[config.mk]
export PLATFORM = sky130hd
export DESIGN_NAME = ppa_pipe_adder
export DESIGN_NICKNAME = d
export VERILOG_FILES = /design/src/rtl/ppa_pipe_adder.sv
export SDC_FILE = /design/constraint.sdc
export NUM_CORES = 1
export LEC_CHECK = 0
export ABC_CLOCK_PERIOD_IN_PS = 2220
export CORE_ASPECT_RATIO = 0.7
export CORE_MARGIN = 2
export CORE_UTILIZATION = 50
export DETAILED_ROUTE_END_ITERATION = 16
export GPL_ROUTABILITY_DRIVEN = 0
export PLACE_DENSITY = 0.8
export SLEW_MARGIN = 20
export SYNTH_ARGS = -nofsm -noshare
export SYNTH_HDL_FRONTEND = slang
export SYNTH_SLANG_ARGS = --single-unit
[constraint.sdc]
create_clock -name clk -period 2.22 [get_ports clk]
set_input_delay 0.222 -clock clk [delete_from_list [all_inputs] [get_ports clk]]
set_output_delay 0.222 -clock clk [all_outputs]
set_load 0.02 [all_outputs]
[src/rtl/ppa_pipe_adder.sv]
// Pipelined Brent-Kung prefix adder/subtractor, any power-of-two WIDTH, STAGES register boundaries.
// Define PPA_OVF_EN to add the registered signed-overflow output `ovf`.
module ppa_pipe_adder #(
  parameter int WIDTH  = 16,
  parameter int STAGES = 2
) (
  input  logic             clk,
  input  logic             rst_n,
  input  logic             in_valid,
  output logic             in_ready,
  input  logic [WIDTH-1:0] a,
  input  logic [WIDTH-1:0] b,
  input  logic             cin,
  input  logic             sub,
  output logic             out_valid,
  input  logic             out_ready,
  output logic [WIDTH-1:0] sum,
  output logic             cout
`ifdef PPA_OVF_EN
  ,
  output logic             ovf
`endif
);

  localparam int LOGW = $clog2(WIDTH);
  localparam int LVLS = 2*LOGW - 1;
  localparam int POST = LVLS + 1;

  // po: original propagate (becomes the sum after post), p/g: running group terms, c: carry-in node
  typedef struct packed {
    logic [WIDTH-1:0] po;
    logic [WIDTH-1:0] p;
    logic [WIDTH-1:0] g;
    logic             c;
  } node_t;

  function automatic int bnd_lvl(input int k);
    return (k*(LVLS+2))/STAGES - 1;
  endfunction

  // Register boundary index that follows level lvl, 0 when the level output is a plain wire
  function automatic int bnd_at(input int lvl);
    int r;
    r = 0;
    for (int k = 1; k <= STAGES; k++)
      if (bnd_lvl(k) == lvl) r = k;
    return r;
  endfunction

  function automatic node_t pre_level(input logic [WIDTH-1:0] a_i, input logic [WIDTH-1:0] b_i,
                                      input logic cin_i, input logic sub_i);
    node_t            y;
    logic [WIDTH-1:0] bp;
    bp     = sub_i ? ~b_i : b_i;
    y.c    = sub_i | cin_i;
    y.p    = a_i ^ bp;
    y.po   = y.p;
    y.g    = a_i & bp;
    // Carry-in folded into bit 0 so every prefix G_i already includes it
    y.g[0] = y.g[0] | (y.p[0] & y.c);
    return y;
  endfunction

  function automatic node_t cell_level(input int t, input node_t x);
    node_t            y;
    logic [WIDTH-1:0] m;
    int               d;
    y = x;
    m = '0;
    if (t == POST) begin
      y.po = x.po ^ {x.g[WIDTH-2:0], x.c};
    end else begin
      d = (t <= LOGW) ? (1 << (t-1)) : (1 << (2*LOGW-1-t));
      for (int i = 0; i < WIDTH; i++) begin
        if (t <= LOGW) m[i] = ((i+1) % (2*d)) == 0;
        else           m[i] = (((i+1) % (2*d)) == d) && (i+1 > d);
      end
      y.g = x.g | (m & x.p & (x.g << d));
      y.p = x.p & (~m | (x.p << d));
    end
    return y;
  endfunction

  logic [STAGES:1]   vld_pipe;
  logic [STAGES:0]   vld_nxt;
  logic [STAGES+1:1] adv;

  // Stage k advances if it is empty or everything downstream advances
  always_comb begin
    adv = '0;
    adv[STAGES+1] = out_ready;
    for (int k = STAGES; k >= 1; k--)
      adv[k] = !vld_pipe[k] || adv[k+1];
  end

  assign vld_nxt   = {vld_pipe, in_valid};
  assign in_ready  = adv[1];
  assign out_valid = vld_pipe[STAGES];

  always_ff @(posedge clk or negedge rst_n) begin
    if (!rst_n) begin
      vld_pipe <= '0;
    end else begin
      for (int k = 1; k <= STAGES; k++)
        if (adv[k]) vld_pipe[k] <= vld_nxt[k-1];
    end
  end

  for (genvar t = 0; t <= POST; t++) begin : g_lvl
    localparam int BK = bnd_at(t);
    node_t lo;
    node_t nxt;
    if (t == 0) begin : g_pre
      assign lo = pre_level(a, b, cin, sub);
    end else begin : g_cell
      assign lo = cell_level(t, g_lvl[t-1].nxt);
    end
    if (BK != 0) begin : g_reg
      node_t q;
      always_ff @(posedge clk)
        if (adv[BK]) q <= lo;
      assign nxt = q;
    end else begin : g_wire
      assign nxt = lo;
    end
  end

  node_t fin;
  logic  unused_fin;
  assign fin        = g_lvl[POST].nxt;
  assign sum        = fin.po;
  assign cout       = fin.g[WIDTH-1];
  assign unused_fin = ^{fin.p, fin.g[WIDTH-2:0], fin.c};
`ifdef PPA_OVF_EN
  assign ovf        = fin.g[WIDTH-1] ^ fin.g[WIDTH-2];
`endif

endmodule

* Word-level counts from Yosys, hierarchy flattened
Index checks and enable logic that the tools add are counted.
Widths: inputs -> output; s select.
** Operators by class
- Muxes and demuxes :: 1
- Bitwise logic cells :: 27
- Reduce and logical (&&, ||, !) cells :: 4
** Operator list (number)
- $and 16x16->16 :: 8
- $or 16x16->16 :: 7
- $xor 16x16->16 :: 2
- $and 15x15->15 :: 2
- $and 12x16->16 :: 1
- $and 14x16->16 :: 1
- $and 15x16->16 :: 1
- $mux 16 :: 1
- $not 16->16 :: 1
- $and 15x15->15 const B :: 1
- $logic_not 1->1 :: 2
- $logic_or 1x1->1 :: 2
- $or 1x1->1 :: 2
- $and 1x1->1 :: 1
** Storage, ports and cells
- Flip-flop bits (word level) :: 83
- Input port bits :: 38
- Output and inout port bits :: 19
- Word-level logic and storage cells :: 40

* Longest topological paths before layout
Gate-level depths: netlist of the first run.
- Depth after elaboration :: 11
- Mapped depth :: 7
- Mapped depth without buffers :: 5

* Worst setup path before layout of the first run
OpenSTA, ideal clock, no wires.
- Kind :: register -> register
- From :: register vld_pipe[2] (netlist name)
- To :: register g_lvl[3].g_reg.q[0] (netlist name), enable pin
- Library setup time :: 0.676 ns
- Arrival :: 1.519 ns
- Data required time :: 1.544 ns
- Slack :: 0.025 ns
- Stages on the path, launching flop included :: 2
- Buffers on the path :: 0
- Clock period less this slack :: 2.195 ns
- Path through :: dfrtp_1 -> nand3b_1
** On the way
- Word-level cells in the longest chain between the ends :: 3
** RTL lines
- from (decl) :: RTL line 84 : logic [STAGES:1] vld_pipe;
- from (signal, indexed assignment) :: RTL line 105 : if (adv[k]) vld_pipe[k] <= vld_nxt[k-1];
- $logic_not 1->1 :: RTL line 93 : adv[k] = !vld_pipe[k] || adv[k+1];
- $logic_or 1x1->1 (2 in series) :: RTL line 93
- net in_ready :: RTL line 10 : output logic in_ready,
- to (signal assigned) :: RTL line 121 : if (adv[BK]) q <= lo;
- to (decl) :: RTL line 119 : node_t q;
The timed path passes the listed nets, and every way through them passes these cells.
A chain may end at the register's enable or synchronous reset.

==> summary.txt, run 1 <==
Outcome
  – Status: finished clean

Die
  – Die Span X: 88.71 microns
  – Placeable Area: 4808 sq um
  – Die ar.: 5614 sq um
  – I/O pin count: 57
  – Floorplan row count: 21
  – Die span in y: around 63 microns
  – Starting density of the core: 52.22%

Place
  – DP Wirelength: 3237 microns
  – Placed instance area: between 3000 and 4000 sq um
  – I/O Buffers: 56
  – Placed insts: around 280

Critical path
  – Crit start category: input port
  – Required arrival time at the worst endpoint: roughly 2.3 ns
  – CP cell instances: clkdlybuf4s50_1 -> buf_12 -> buf_12 -> xor2_1 -> ha_1 -> and2_1 -> a21boi_0 -> o211ai_1
  – Worst path slowest cell: clkdlybuf4s50_1
  – Max FO, Critical Path: 10
  – Data arrival, critical path: roughly 2.1 ns
  – Worst path max stage delay: 0.51 ns
  – Worst Path Buf+Inv: 3
  – Worst Setup End Kind: flop
  – Crit Path Class: in2reg
  – Reg-to-reg slack, setup: 0.69 ns
  – Top cell by count, worst path: buf_12
  – Top cell family by delay on the critical path: buffers and inverters

STA
  – Finish-stage setup viols: 0
  – RSZ-0062 raised after global routing: no
  – Final Critical Period: 2.016 ns
  – Max frequency: 495.9 MHz
  – Worst rel slew slack: between 60% and 70%
  – Final Cycle Share: 90.83%
  – Final slew viol count: 0
  – Clock Skew: 0.01174 ns
  – Slew @ Worst Pin: between 0.4 and 0.5 ns
  – Hold Fails Final Rpt: 0

Detailed routing
  – Max layer used: met4
  – WL/cell: 14.37 microns
  – DR DRC count: 0
  – Post-Route WL: 4282 microns
  – First-pass iteration count of the detailed router: 4
  – Drt via density: just under 5
  – Met1 wire length: around 1700 microns
  – Met3 WL post-DR: about 170 microns
  – Iter 0 DRT Violations: 49
  – Metal2 WL: 2303 microns
  – Post-route ant nets: 0
  – Via count: 1471

Synth
  – Async SR Flop Fraction: 3.509%
  – EDFF count, synth: 55
  – Synth Register Bits: 57
  – Register area share after synthesis: between 60% and 70%
  – Main synth FF type: edfxtp_1
  – Synth Instances: 154
  – Mean post-synth cell area: 16.31 sq um
  – Post-synth net total: 215
  – Post-synthesis cell type count: 25
  – Synth warnings: 0
  – Mapped cell area: 2511 sq um

GRT
  – Initial antenna violation count: 0
  – First-pass GRT wire length: 7072 microns
  – Total Routing Usage GR: 17.58%
  – GRT overflow: 0
  – Via count of the first global-routing pass: 1548
  – Largest net degree at the start of global routing: 40

Clock network
  – Post_cts resized: 0
  – CTS Buf Count: 9
  – Clock root buffer: clkbuf_8
  – Hold-fix buffers, CTS: 0
  – Clock Path Buffers: 2
  – TritonCTS clock tree: yes
  – Post-CTS Setup Bufs: 0
  – Skew-Pair Late Insertion Delay: 0.34 ns
  – CTS sink count: 57
  – H-tree Lvls: 3
  – Clk slew on worst S/H paths: 0.07 ns

Final layout
  – Area grow syn2layout: 36.27%
  – Share of cells above drive strength 1: 9.607%
  – Final #Nets: 285
  – Ant diodes: 0
  – Fin area: between 3000 and 4000 sq um
  – Post-Layout Cell Count: between 200 and 300
  – Fillers: around 310

Pwr
  – Maximum VDD drop: 424.9 uV
  – Final Power: ~3.2 mW
  – Power Dens Cells: ~930 nW/um^2
  – Leak: 1.386 nW

Job
  – Max cap viols: 0

Hold path
  – Hold WC Path Type: in2async
## stage by stage
step / hold slack [ns] / setup TNS [ns] / setup WS [ns] / util (%)
after floorplan: -0.07359 / 0 / 0.02480 / -
after global placement: 0.3924 / -0.05406 / -0.03450 / 66.64
after detailed placement: 0.3965 / -0.3532 / -0.1427 / 66.64
after CTS: 0.03874 / 0 / 0.1880 / 71.17
after global routing: 0.04569 / 0 / 0.08250 / 71.17
final: 0.05001 / 0 / 0.2036 / 71.17
## layer usage
layer	global-route usage [%]	vias up
li1	-	716
met1	18.99	708
met2	29.48	38
met3	7.733	9
met4	7.955	0
met5	0	-
## area by class of cell
| type | instances | area [sq um] | share of cell area [%] |
|---|---|---|---|
| tap | 69 | 86.33 | 2.523 |
| multi-input combinational | 94 | 789.5 | 23.07 |
| sequential | 57 | 1702 | 49.73 |
| clock inverter | 2 | 35.03 | 1.024 |
| inverter | 1 | 3.754 | 0.1097 |
| clock buffer | 14 | 182.7 | 5.338 |
| timing repair buffer | 61 | 623.1 | 18.21 |
## report_power, final
part	switching [mW]	internal (mW)	total, mW
sequential	0.0615	1.43	1.49
clock	0.379	0.639	1.02
combinational	0.322	0.342	0.664
total	0.763	2.41	3.18
## layout by cell type, fill, tap and decap left out, drive strengths merged
cell type / count
a211oi: 1
a21boi: 1
a21o: 10
a21oi: 5
a31oi: 1
and2: 5
and4: 1
buf: 5
bufinv: 1
clkbuf: 14
clkdlybuf4s50: 56
clkinv: 1
dfrtp: 2
edfxtp: 55
ha: 23
inv: 1
nand2: 2
nand2b: 4
nand3: 2
nand3b: 1
nand4: 1
nor2: 8
o211ai: 2
or2: 1
or3b: 1
xnor2: 7
xor2: 18
## logic make-up after synthesis
group	synth area share (%)
and+or+nand+nor	5.631
AOI/OAI and AO/OA	5.630
DFF	67.76
adders and majority gates	11.46
xor gates and xnor gates	8.719
buffers and inverters	0.7968
## registers in the layout, summed over array words and instances (netlist names)
| signal | cells |
|---|---|
| cout | 1 |
| g_lvl.g_reg.q | 38 |
| sum | 16 |
| vld_pipe | 2 |
## synthesized netlist by cell type (2+ instances only)
cell	count	area [sq um]
edfxtp_1	55	1652
nand2_1	2	7.510
nand3_1	2	10.01
ha_1	23	287.8
a21o_1	10	75.07
xnor2_1	7	61.31
nand2b_1	4	25.02
a21oi_1	5	25.02
and2_1	5	31.28
xor2_1	18	157.7
nor2_1	8	30.03
dfrtp_1	2	50.05
## worst paths after layout
kind	from	end	cells after the start
min	rst_n	vld_pipe[2]	1
min reg2reg	vld_pipe[1]	vld_pipe[2]	1
max in group asynchronous	rst_n	vld_pipe[1]	1
max	sub	g_lvl[3].g_reg.q[16]	8
min in group clk	in_valid	vld_pipe[1]	2
max reg2reg	g_lvl[3].g_reg.q[8]	sum[15]	5
No activity file was read; power rests on OpenSTA's default activity.
==> inputs of run 2 (changes only) <==
ABC_CLOCK_PERIOD_IN_PS = 1850   (was 2220)
CORE_UTILIZATION = 45   (was 50)
PLACE_DENSITY = 0.76   (was 0.8)
clock period = 1.85 ns   (was 2.22 ns; I/O delays follow)
==> summary.txt, run 2 (synthesis gave the netlist of run 1 again) <==
Outcome
  – Status: finished clean

Detailed routing
  – First-pass iteration count of the detailed router: 4
  – DR DRC count: 0
  – Via count: 1485
  – Iter 0 DRT Violations: 72
  – Post-route ant nets: 0
  – WL/cell: 14.49 microns
  – Drt via density: 4.806
  – Post-Route WL: 4477 microns

Place
  – DP Wirelength: between 3000 and 4000 microns
  – Placed insts: 292
  – Placed instance area: between 3000 and 4000 sq um
  – I/O Buffers: 56

Clock network
  – H-tree Lvls: 3
  – Clk slew on worst S/H paths: 0.06 ns
  – Clock root buffer: clkbuf_8
  – TritonCTS clock tree: yes
  – CTS sink count: 57
  – CTS Buf Count: 9
  – Post-CTS Setup Bufs: 0
  – Clock Path Buffers: 2
  – Skew-Pair Late Insertion Delay: 0.33 ns

Final layout
  – Commonest non-fill, non-tap cell in the layout: edfxtp_1
  – Ant diodes: 0
  – Fin area: 3473 sq um
  – Share of cells above drive strength 1: 12.66%
  – Area grow syn2layout: 38.32%
  – Most frequent cells in the layout: edfxtp_1 (55), clkdlybuf4s50_1 (54), ha_1 (22)
  – Final #Nets: 293
  – Largest register FFs: 38
  – Reg with most FFs: g_lvl.g_reg.q
  – Post-Layout Cell Count: 309

Critical path
  – Max FO, Critical Path: 4
  – Required arrival time at the worst endpoint: 1.92 ns
  – CP cell instances: clkdlybuf4s50_1 -> xor2_2 -> ha_4 -> a21o_1 -> a31oi_1 -> or3b_1
  – Data arrival, critical path: 1.81 ns
  – Worst path slowest cell: clkdlybuf4s50_1
  – Worst Setup End Kind: flop
  – Crit Path Class: in2reg
  – Worst path max stage delay: approximately 0.50 ns
  – Reg-to-reg slack, setup: 0.32 ns
  – Crit start category: input port

STA
  – Final slew viol count: 0
  – Final Critical Period: between 1.5 and 2 ns
  – RSZ-0062 raised after global routing: no
  – Finish-stage setup viols: 0
  – Final Cycle Share: 93.71%
  – Worst rel slew slack: 79.97%
  – Setup TNS: 0 ns
  – Hold Fails Final Rpt: 0
  – Slew @ Worst Pin: 0.3005 ns
  – Clock Skew: 0.005350 ns
  – Max frequency: between 500 and 600 MHz

GRT
  – Total Routing Usage GR: 16.01%
  – GRT overflow: 0
  – Initial antenna violation count: 0
  – Via count of the first global-routing pass: 1429
  – Largest net degree at the start of global routing: 24
  – First-pass GRT wire length: 6975 microns

Pwr
  – Net switching power: 0.9305 mW
  – Sequential share of power: 48.0%
  – Maximum VDD drop: between 500 and 600 uV
  – Clock power share: 29.7%
  – Power Dens Cells: between 1000 and 1500 nW/um^2
  – Switching Share: 24.87%
  – Leak: 1.411 nW
  – Power share of the combinational group: 22.3%
  – Internal: 2.811 mW

Job
  – Max cap viols: 0

Die
  – Die span in y: approximately 67 microns
  – Floorplan row count: 22
  – I/O pin count: between 50 and 60
  – Starting density of the core: 47.27%
  – Die ar.: approximately 6200 sq um
  – Die Span X: about 93 microns
  – Placeable Area: 5313 sq um

Hold path
  – Hold WC Path Type: in2reg
==> run 2: cell count changes in the layout (fill, tap and decap cells not counted), moves of 2 or more <==
| cell | delta |
|---|---|
| buf_4 | +7 |
| clkbuf_8 | -3 |
| clkbuf_1 | +2 |
| clkdlybuf4s50_1 | -2 |
==> run 2: worst paths after layout <==
| kind | start | endpoint | cells after the start |
|---|---|---|---|
| worst max-delay path | b[7] | g_lvl[3].g_reg.q[8] | 6 |
| worst max register to register | g_lvl[3].g_reg.q[8] | sum[15] | 5 |
| worst min register to register | vld_pipe[1] | vld_pipe[2] | 1 |
| worst min-delay path | in_valid | vld_pipe[1] | 2 |
| min in group asynchronous | rst_n | vld_pipe[1] | 2 |
| max in group asynchronous | rst_n | vld_pipe[2] | 2 |
==> run 2: power by group through the flow <==
stage	Clock, mW	Combinational [mW]	Sequential, mW
global route	1.20	0.920	1.81
global placement	0	0.804	1.82
floorplan	0	0.297	1.94
detailed placement	0	0.825	1.82
CTS	1.14	0.835	1.80
finish	1.11	0.834	1.80
==> run 2: through the flow <==
| stage | setup WS [ns] | power [mW] | hold WS, ns | util, % |
|---|---|---|---|---|
| floorplan | -0.2804 | 2.235 | -0.1106 | - |
| CTS | 0.01506 | 3.770 | 0.003099 | 64.91 |
| detailed placement | -0.4558 | 2.649 | 0.3622 | 61.16 |
| finish | 0.1164 | 3.741 | 0.4380 | 65.38 |
| global route | 0.009390 | 3.934 | 0.4199 | 65.38 |
| global placement | -0.3823 | 2.620 | 0.3618 | 61.16 |
==> run 2: final cells by class <==
| type | instances | area [sq um] |
|---|---|---|
| clock buffers | 13 | 148.9 |
| multi-input cells | 94 | 809.5 |
| flip-flops and latches | 57 | 1703 |
| clock inverters | 3 | 40.04 |
| repair buffers | 69 | 678.2 |
| fillers | 403 | 1839 |
| well taps | 72 | 90.09 |
| inverters | 1 | 3.754 |
==> run 2: worst max-delay path: cells and delay by family <==
| family | cells | cell delay, ns |
|---|---|---|
| fa+ha+maj | 1 | 0.24 |
| xor+xnor | 1 | 0.21 |
| buf+inv | 1 | 0.50 |
| simple gates | 1 | 0.35 |
| compound gates | 2 | 0.31 |
==> run 2: routing by layer <==
metal | track usage, % | vias up | routed length, microns
li1 | - | 732 | -
met1 | 20.50 | 688 | 2029
met3 | 7.466 | 6 | 318
met5 | 0 | - | 0
met2 | 24.10 | 59 | 2071
met4 | 5.515 | 0 | 57
==> run 2: what timing repair did <==
item / CTS / global route
endpoints found under the setup margin: 4 / 2
hold buffers: 0 / 1
hold endpoints to repair: 0 / 2
resized for setup: 3 / 2
